**src/rtl/d_counter_monitor_if.sv**
```systemverilog
// rtl/d_counter_monitor_if.sv - observed rstn/dir/out lines of a d_counter
interface d_counter_monitor_if #(
  parameter int WIDTH = 4
);
  logic             mon_rstn;
  logic             mon_dir;
  logic [WIDTH-1:0] mon_out;

  modport master (output mon_rstn, output mon_dir, output mon_out);
  modport slave  (input  mon_rstn, input  mon_dir, input  mon_out);
endinterface

```
**src/rtl/d_counter_monitor.sv**
```systemverilog
// rtl/d_counter_monitor.sv - passive reference-model checker for an up/down counter
// Optional model reload on mismatch: D_COUNTER_MON_RESYNC_EN
module d_counter_monitor #(
  parameter int WIDTH     = 4,
  parameter int ERR_CNT_W = 8
) (
  input  logic                 clk,
  input  logic                 rstn,
  d_counter_monitor_if.slave   mon,
  input  logic                 chk_en,
  output logic [WIDTH-1:0]     exp_out,
  output logic                 mismatch,
  output logic [ERR_CNT_W-1:0] err_cnt,
  output logic                 wrap_up,
  output logic                 wrap_dn,
  output logic [1:0]           state
);
  typedef enum logic [1:0] {
    UNSYNC = 2'b00,
    TRACK  = 2'b01,
    FAIL   = 2'b10
  } state_t;

  localparam logic [WIDTH-1:0]     ONE      = WIDTH'(1);
  localparam logic [WIDTH-1:0]     MAX      = '1;
  localparam logic [ERR_CNT_W-1:0] ERR_ONE  = ERR_CNT_W'(1);
  localparam logic [ERR_CNT_W-1:0] ERR_MAX  = '1;
  localparam logic [ERR_CNT_W-1:0] ERR_LAST = ERR_MAX - ERR_ONE;

  state_t           state_q;
  logic [WIDTH-1:0] model_next;
  logic             cmp_fail;
  logic             tracking;

  assign state    = state_q;
  assign tracking = (state_q == TRACK);
  // The clear edge itself is never compared; the following edge compares against 0.
  assign cmp_fail = tracking && mon.mon_rstn && chk_en && (mon.mon_out != exp_out);

  always_comb begin
    model_next = '0;
    if (mon.mon_rstn) begin
      model_next = mon.mon_dir ? exp_out + ONE : exp_out - ONE;
    end
`ifdef D_COUNTER_MON_RESYNC_EN
    // Reload from the DUT so a single glitch is reported exactly once.
    if (cmp_fail) begin
      model_next = mon.mon_dir ? mon.mon_out + ONE : mon.mon_out - ONE;
    end
`endif
  end

  always_ff @(posedge clk or negedge rstn) begin
    if (!rstn) begin
      state_q  <= UNSYNC;
      exp_out  <= '0;
      mismatch <= 1'b0;
      err_cnt  <= '0;
      wrap_up  <= 1'b0;
      wrap_dn  <= 1'b0;
    end else begin
      exp_out  <= model_next;
      mismatch <= cmp_fail;
      wrap_up  <= tracking && mon.mon_rstn &&  mon.mon_dir && (exp_out == MAX);
      wrap_dn  <= tracking && mon.mon_rstn && !mon.mon_dir && (exp_out == '0);
      case (state_q)
        UNSYNC: begin
          if (!mon.mon_rstn) begin
            state_q <= TRACK;
          end
        end
        TRACK: begin
          if (cmp_fail && err_cnt != ERR_MAX) begin
            err_cnt <= err_cnt + ERR_ONE;
            if (err_cnt == ERR_LAST) begin
              state_q <= FAIL;
            end
          end
        end
        FAIL:    state_q <= FAIL;
        default: state_q <= UNSYNC;
      endcase
    end
  end
endmodule
```
**src/flat_wrapper.sv**
```systemverilog
// flat-port wrapper written by rule: the top's interface ports become plain ports
module d_counter_monitor_flat 
#(
  parameter int WIDTH     = 4,
  parameter int ERR_CNT_W = 8
)
  (clk, rstn, chk_en, exp_out, mismatch, err_cnt, wrap_up, wrap_dn, state, mon_mon_rstn, mon_mon_dir, mon_mon_out);
  d_counter_monitor_if #(.WIDTH(WIDTH)) mon_i ();
  input  logic clk;
  input  logic rstn;
  input  logic chk_en;
  output logic [WIDTH-1:0] exp_out;
  output logic mismatch;
  output logic [ERR_CNT_W-1:0] err_cnt;
  output logic wrap_up;
  output logic wrap_dn;
  output logic [1:0] state;
  input wire logic [$bits(mon_i.mon_rstn)-1:0] mon_mon_rstn;
  input wire logic [$bits(mon_i.mon_dir)-1:0] mon_mon_dir;
  input wire logic [$bits(mon_i.mon_out)-1:0] mon_mon_out;
  assign mon_i.mon_rstn = mon_mon_rstn;
  assign mon_i.mon_dir = mon_mon_dir;
  assign mon_i.mon_out = mon_mon_out;
  d_counter_monitor #(.WIDTH(WIDTH), .ERR_CNT_W(ERR_CNT_W)) u_core (.clk(clk), .rstn(rstn), .mon(mon_i), .chk_en(chk_en), .exp_out(exp_out), .mismatch(mismatch), .err_cnt(err_cnt), .wrap_up(wrap_up), .wrap_dn(wrap_dn), .state(state));
endmodule
```
**config.mk**
```make
export PLATFORM = sky130hd
export DESIGN_NAME = d_counter_monitor_flat
export DESIGN_NICKNAME = d
export VERILOG_FILES = /design/src/rtl/d_counter_monitor_if.sv /design/src/rtl/d_counter_monitor.sv /design/src/flat_wrapper.sv
export SDC_FILE = /design/constraint.sdc
export NUM_CORES = 1
export LEC_CHECK = 0
export BUFFER_PORTS_ARGS = -buffer_cell sky130_fd_sc_hd__buf_4
export CORE_MARGIN = 2
export CORE_UTILIZATION = 35
export CTS_BUF_LIST = sky130_fd_sc_hd__clkbuf_16
export DETAILED_ROUTE_END_ITERATION = 8
export PLACE_DENSITY = 0.61
export REMOVE_ABC_BUFFERS = 1
export SLEW_MARGIN = 15
export SYNTH_ARGS = -nofsm -noshare
export SYNTH_HDL_FRONTEND = slang
export SYNTH_SLANG_ARGS = --single-unit
```
**constraint.sdc**
```tcl
create_clock -name clk -period 2.75 [get_ports clk]
set_input_delay 0.55 -clock clk [delete_from_list [all_inputs] [get_ports clk]]
set_output_delay 0.55 -clock clk [all_outputs]
set_load 0.02 [all_outputs]
```
# [Yosys cells after proc, flatten, opt, wreduce, memory -nomap -nowiden]
# Cells that the tools add are included.
[classes] n_addsub=3 n_eq_ne=9 mux=6 n_reduce_logical=13
[ops] op="8-bit by 1-bit adder with 8-bit output, second input constant" count=1
[ops] op="8-bit equality test, second input constant" count=1
[ops] op="1-bit logical AND" count=8
[ops] op="4-bit two-way mux" count=2
[ops] op="8-bit != test, second input constant" count=1
[ops] op="2-bit two-way mux" count=3
[ops] op="2-bit != test, second input constant" count=3
[ops] op="2-bit one-hot mux with 3 select lines" count=1
[ops] op="4-bit by 1-bit adder with 4-bit output, second input constant" count=1
[ops] op="4-bit equality test, second input constant" count=1
[ops] op="4-bit logical NOT" count=1
[ops] op="4-bit != test" count=1
[ops] op="4-bit by 1-bit subtractor with 4-bit output, second input constant" count=1
[ops] op="3-bit AND reduction" count=1
[ops] op="2-bit by 1-bit equality test with 1-bit output, second input constant" count=1
[ops] op="2-bit equality test, second input constant" count=1
[ops] op="2-bit logical NOT" count=1
[ops] op="2-bit AND reduction" count=1
[ops] op="1-bit logical NOT" count=1
[totals] reg_bits=17 inputBits=9 out_inout_bits=17 word_cells=37

# [Depth between registers and ports, before layout]
[depth] depth_word=7 mapped_depth=7 ltp_nobuf=6

# [Worst setup path after synthesis]
# Ideal clock, no wire load.
[synth_timing] kind="register to register" start="register u_core.err_cnt[1]" end="register u_core.state_q[1] (netlist: u_core.state[1])" setup_ps=124 arrival_time_ps=1840 required_ps=2626 slack_ps=786 stages_incl_launch_ff=5 path_buffers=0 period_less_slack_ps=1964 path_cell_list="dfrtp_1 > ha_1 > or4_4 > a221o_1 > a211o_1"
[synth_via] elab_chain_len=4 word_cells_on_any_way=6 cone_classes="4 x eq/ne; 2 x reduce/logical"
[synth_rtl] item="start: declaration" line="d_counter_monitor.sv:13" rtl="output logic [ERR_CNT_W-1:0] err_cnt,"
[synth_rtl] item="start signal: assignment" line="d_counter_monitor.sv:74" rtl="err_cnt <= err_cnt + ERR_ONE;"
[synth_rtl] item="8-bit != test" line="d_counter_monitor.sv:73" rtl="if (cmp_fail && err_cnt != ERR_MAX) begin"
[synth_rtl] item="1-bit logical AND" line="d_counter_monitor.sv:73"
[synth_rtl] item="2-bit != test (no line)"
[synth_rtl] item="3-bit AND reduction (no line) (*)"
[synth_rtl] item="end signal: assignment" line="d_counter_monitor.sv:76" rtl="state_q <= FAIL;"
[synth_rtl] item="end signal: assignment" line="d_counter_monitor.sv:80" rtl="FAIL: state_q <= FAIL;"
[synth_rtl] item="end signal: assignment" line="d_counter_monitor.sv:81" rtl="default: state_q <= UNSYNC;"
[synth_rtl] item="end: declaration" line="d_counter_monitor.sv:30" rtl="state_t state_q;"
# Mark *: on every way between the ends. The rest lies on a longest branch, timed or not.
# A chain may end at the register's enable or synchronous reset.

# [Worst setup path after layout]
[layout_timing] start="register u_core.err_cnt[1]" end="register u_core.state_q[0] (netlist: u_core.state[0])"
# The elaborated chain is that of the path after synthesis.

==> results_dict.tcl <==
set metrics [dict create \
    timing.fmax_mhz 508 \
    final_cell_mix "buf_4, dfrtp_1, inv_1, xnor2_1, ha_1" \
    status "complete, no violations" \
    antennaDiodeCount 0 \
    yosysUniqueCellTypes 29 \
    setup_violations 0 \
    regArea_sq_um 425 \
    cts.sinks 17 \
    die_h_microns 56.7 \
    final_common_cell "buf_4" \
    rsz0062_at_grt "no" \
    drt_first_iter_violations 5 \
    dp_hpwl_microns 1530 \
    placed_area_sq_mm 0.00119 \
    p_per_area_mw_per_mm2 893 \
    syn_area_sq_um 973 \
    finalSetupTns_ps 0 \
    root_buffer "clkbuf_16" \
    numPortBuffers 25 \
    comb_power_share_pct 40.3 \
    cts_setup_buffers 0 \
    arrival_ps 2100 \
    numCtsBuffers 3 \
    grt_pass1_wl_microns 3560 \
    fill_cells 262 \
    cts_tree "built" \
    fin_area_sq_mm 0.00127 \
    area_growth_pct 30.6 \
    cts_hold_buf 0 \
    rrSetupSlack_ps 780 \
    clockBufferDepth 2 \
    grt-ovfl-total 0 \
    cp.required_ps 2880 \
    worst_slack_ps 782 \
    clkSlewWorstSetupHoldPaths_ps 50 \
    syn_area_per_cell_sq_um 10.5 \
    die_w_microns 56.7 \
    dieArea_sq_mm 0.00322 \
    internal_power_uw 721 \
    ios 26 \
    ir_worst_vdd_uv 572 \
    seq_power_share_pct 34.2 \
    path_max_fanout 7 \
    p_leak_uw 0.000643 \
    drv_slew 0 \
    pwr-share-clk_pct 25.5 \
    vias 779 \
    synth_top_cells_by_area "dfrtp_1, ha_1, xnor2_1" \
    timing.final.crit_share_pct 71.6 \
    r2r-end "u_core.state[0]" \
    final_util_pct 47.3 \
    drcViolationCount 0 \
    reg2reg_depth 4 \
    ctsResizeCount 0 \
    drive_gt1_share_pct 25.0 \
    htree_num_levels 1 \
    fin_nets 138 \
    routed_wirelength_microns 2100 \
    maxSlewHeadroom_pct 65.6 \
    drtPass1Iterations 4 \
    holdCritPathClass "in2async" \
    antenna_found_initial 0 \
    period_needed_ps 1970 \
    cp-start-kind "flip-flop" \
    hold_viol 0 \
    ys_seq_elements 17 \
    syn_inst 93 \
    start_util_pct 36.2 \
    wl_per_cell_microns 13.9 \
    ant_nets 0 \
    rows 19 \
    maxCapViolations 0 \
    crit_type "reg2reg" \
    grt_usage_pct 14.0 \
    swShare_pct 36.5 \
    fin_skew_ps 3.46 \
    ys_warn_count 0 \
    grt_pass1_vias 767 \
    r2r_start "u_core.err_cnt[1]" \
    place_ws_ps 774 \
    detail_route.vias_per_cell 5.16 \
    grt_max_degree 18 \
    power_switching_uw 415 \
    core-area_sq_mm 0.00269 \
    tightest_slew_ps 515 \
    routabilityCongestion 0.810 \
    multi_input_area_sq_um 503 \
    yosys.area.top_type "dfrtp_1" \
    clk_latency_ps 250 \
    power_uw 1140 \
    synth_top_area_share_pct 43.7 \
    end_kind "flip-flop" \
    ys_seq_area_share_pct 43.7 \
]
==> state kept, by name, summed over array words and instances, names as in the netlist <==
name             cells
u_core.err_cnt       8
u_core.exp_out       4
u_core.state         2
u_core.mismatch      1
u_core.wrap_dn       1
u_core.wrap_up       1
==> synthesized netlist by cell type <==
master	n
nand3_1	5
clkbuf_1	1
fa_1	1
nor4b_1	1
a41o_1	1
a221o_1	2
nand4_1	2
and2_0	1
a21oi_1	1
ha_1	7
nor4_1	5
or4_4	1
nand2_1	2
buf_1	1
a211o_1	2
xnor2_1	9
and2_1	4
nor2_1	2
xor2_1	5
a21o_1	1
or4_1	1
o21ai_0	1
inv_1	10
nor3_1	5
nor2b_1	2
dfrtp_1	17
nand4_2	1
nor3b_1	1
o31ai_1	1
==> final cells by class <==
type	count	area share, %
multi-input cells	64	39.6
flip-flops and latches	17	33.5
repair buffers	25	14.8
clock buffers	3	5.91
well taps	31	3.05
inverters	10	2.95
clock inverters	1	0.295
==> critical path, stage by stage (launching register included) <==
cell and delay [ps]:
dfrtp_1 440, ha_1 270, or4_4 570, a221o_1 310, a211o_1 260
==> worst max path at each step <==
stage                            from                end  slack [ps]  cells after the start
floorplan           u_core.err_cnt[1]    u_core.state[0]         790                      4
global placement    u_core.err_cnt[1]    u_core.state[1]         790                      4
detailed placement  u_core.err_cnt[1]    u_core.state[0]         770                      4
CTS                 u_core.err_cnt[1]    u_core.state[0]         770                      4
global route          u_core.state[1]  u_core.err_cnt[5]         690                      6
finish              u_core.err_cnt[1]    u_core.state[0]         780                      4
==> power groups by stage <==
stage / Sequential, uW / Combinational, uW / Clock, uW
final: 389 / 457 / 290
after CTS: 390 / 463 / 300
after global placement: 392 / 453 / 0
after floorplan: 447 / 240 / 0
after detailed placement: 394 / 457 / 0
after global routing: 402 / 505 / 311
==> logic make-up (layout without fill, tap and decap cells) <==
logic type,Yosys count,count (layout),share of synthesized area [%]
AOI/OAI and AO/OA,9,9,7.46
adders and majority gates,8,8,11.1
xor gates and xnor gates,14,14,12.6
and+or+nand+nor,33,33,20.6
DFF,17,17,43.7
buffers and inverters,12,39,4.63
==> layer usage <==
layer	global-route usage [%]	up-vias	share of wire, %
li1	-	379	-
met1	16.7	378	40
met2	25.4	22	53
met3	4.84	0	7.0
met4	0.997	0	0
met5	0	-	0
==> metrics by stage <==
stage / std cells / hold slack [ps]
2_1_floorplan: 91 / 254
3_3_place_gp: 147 / 433
3_5_place_dp: 147 / 435
4_1_cts: 151 / 167
5_1_grt: 151 / 176
6_report: 151 / 155
No activity file was read; power rests on OpenSTA's default activity.
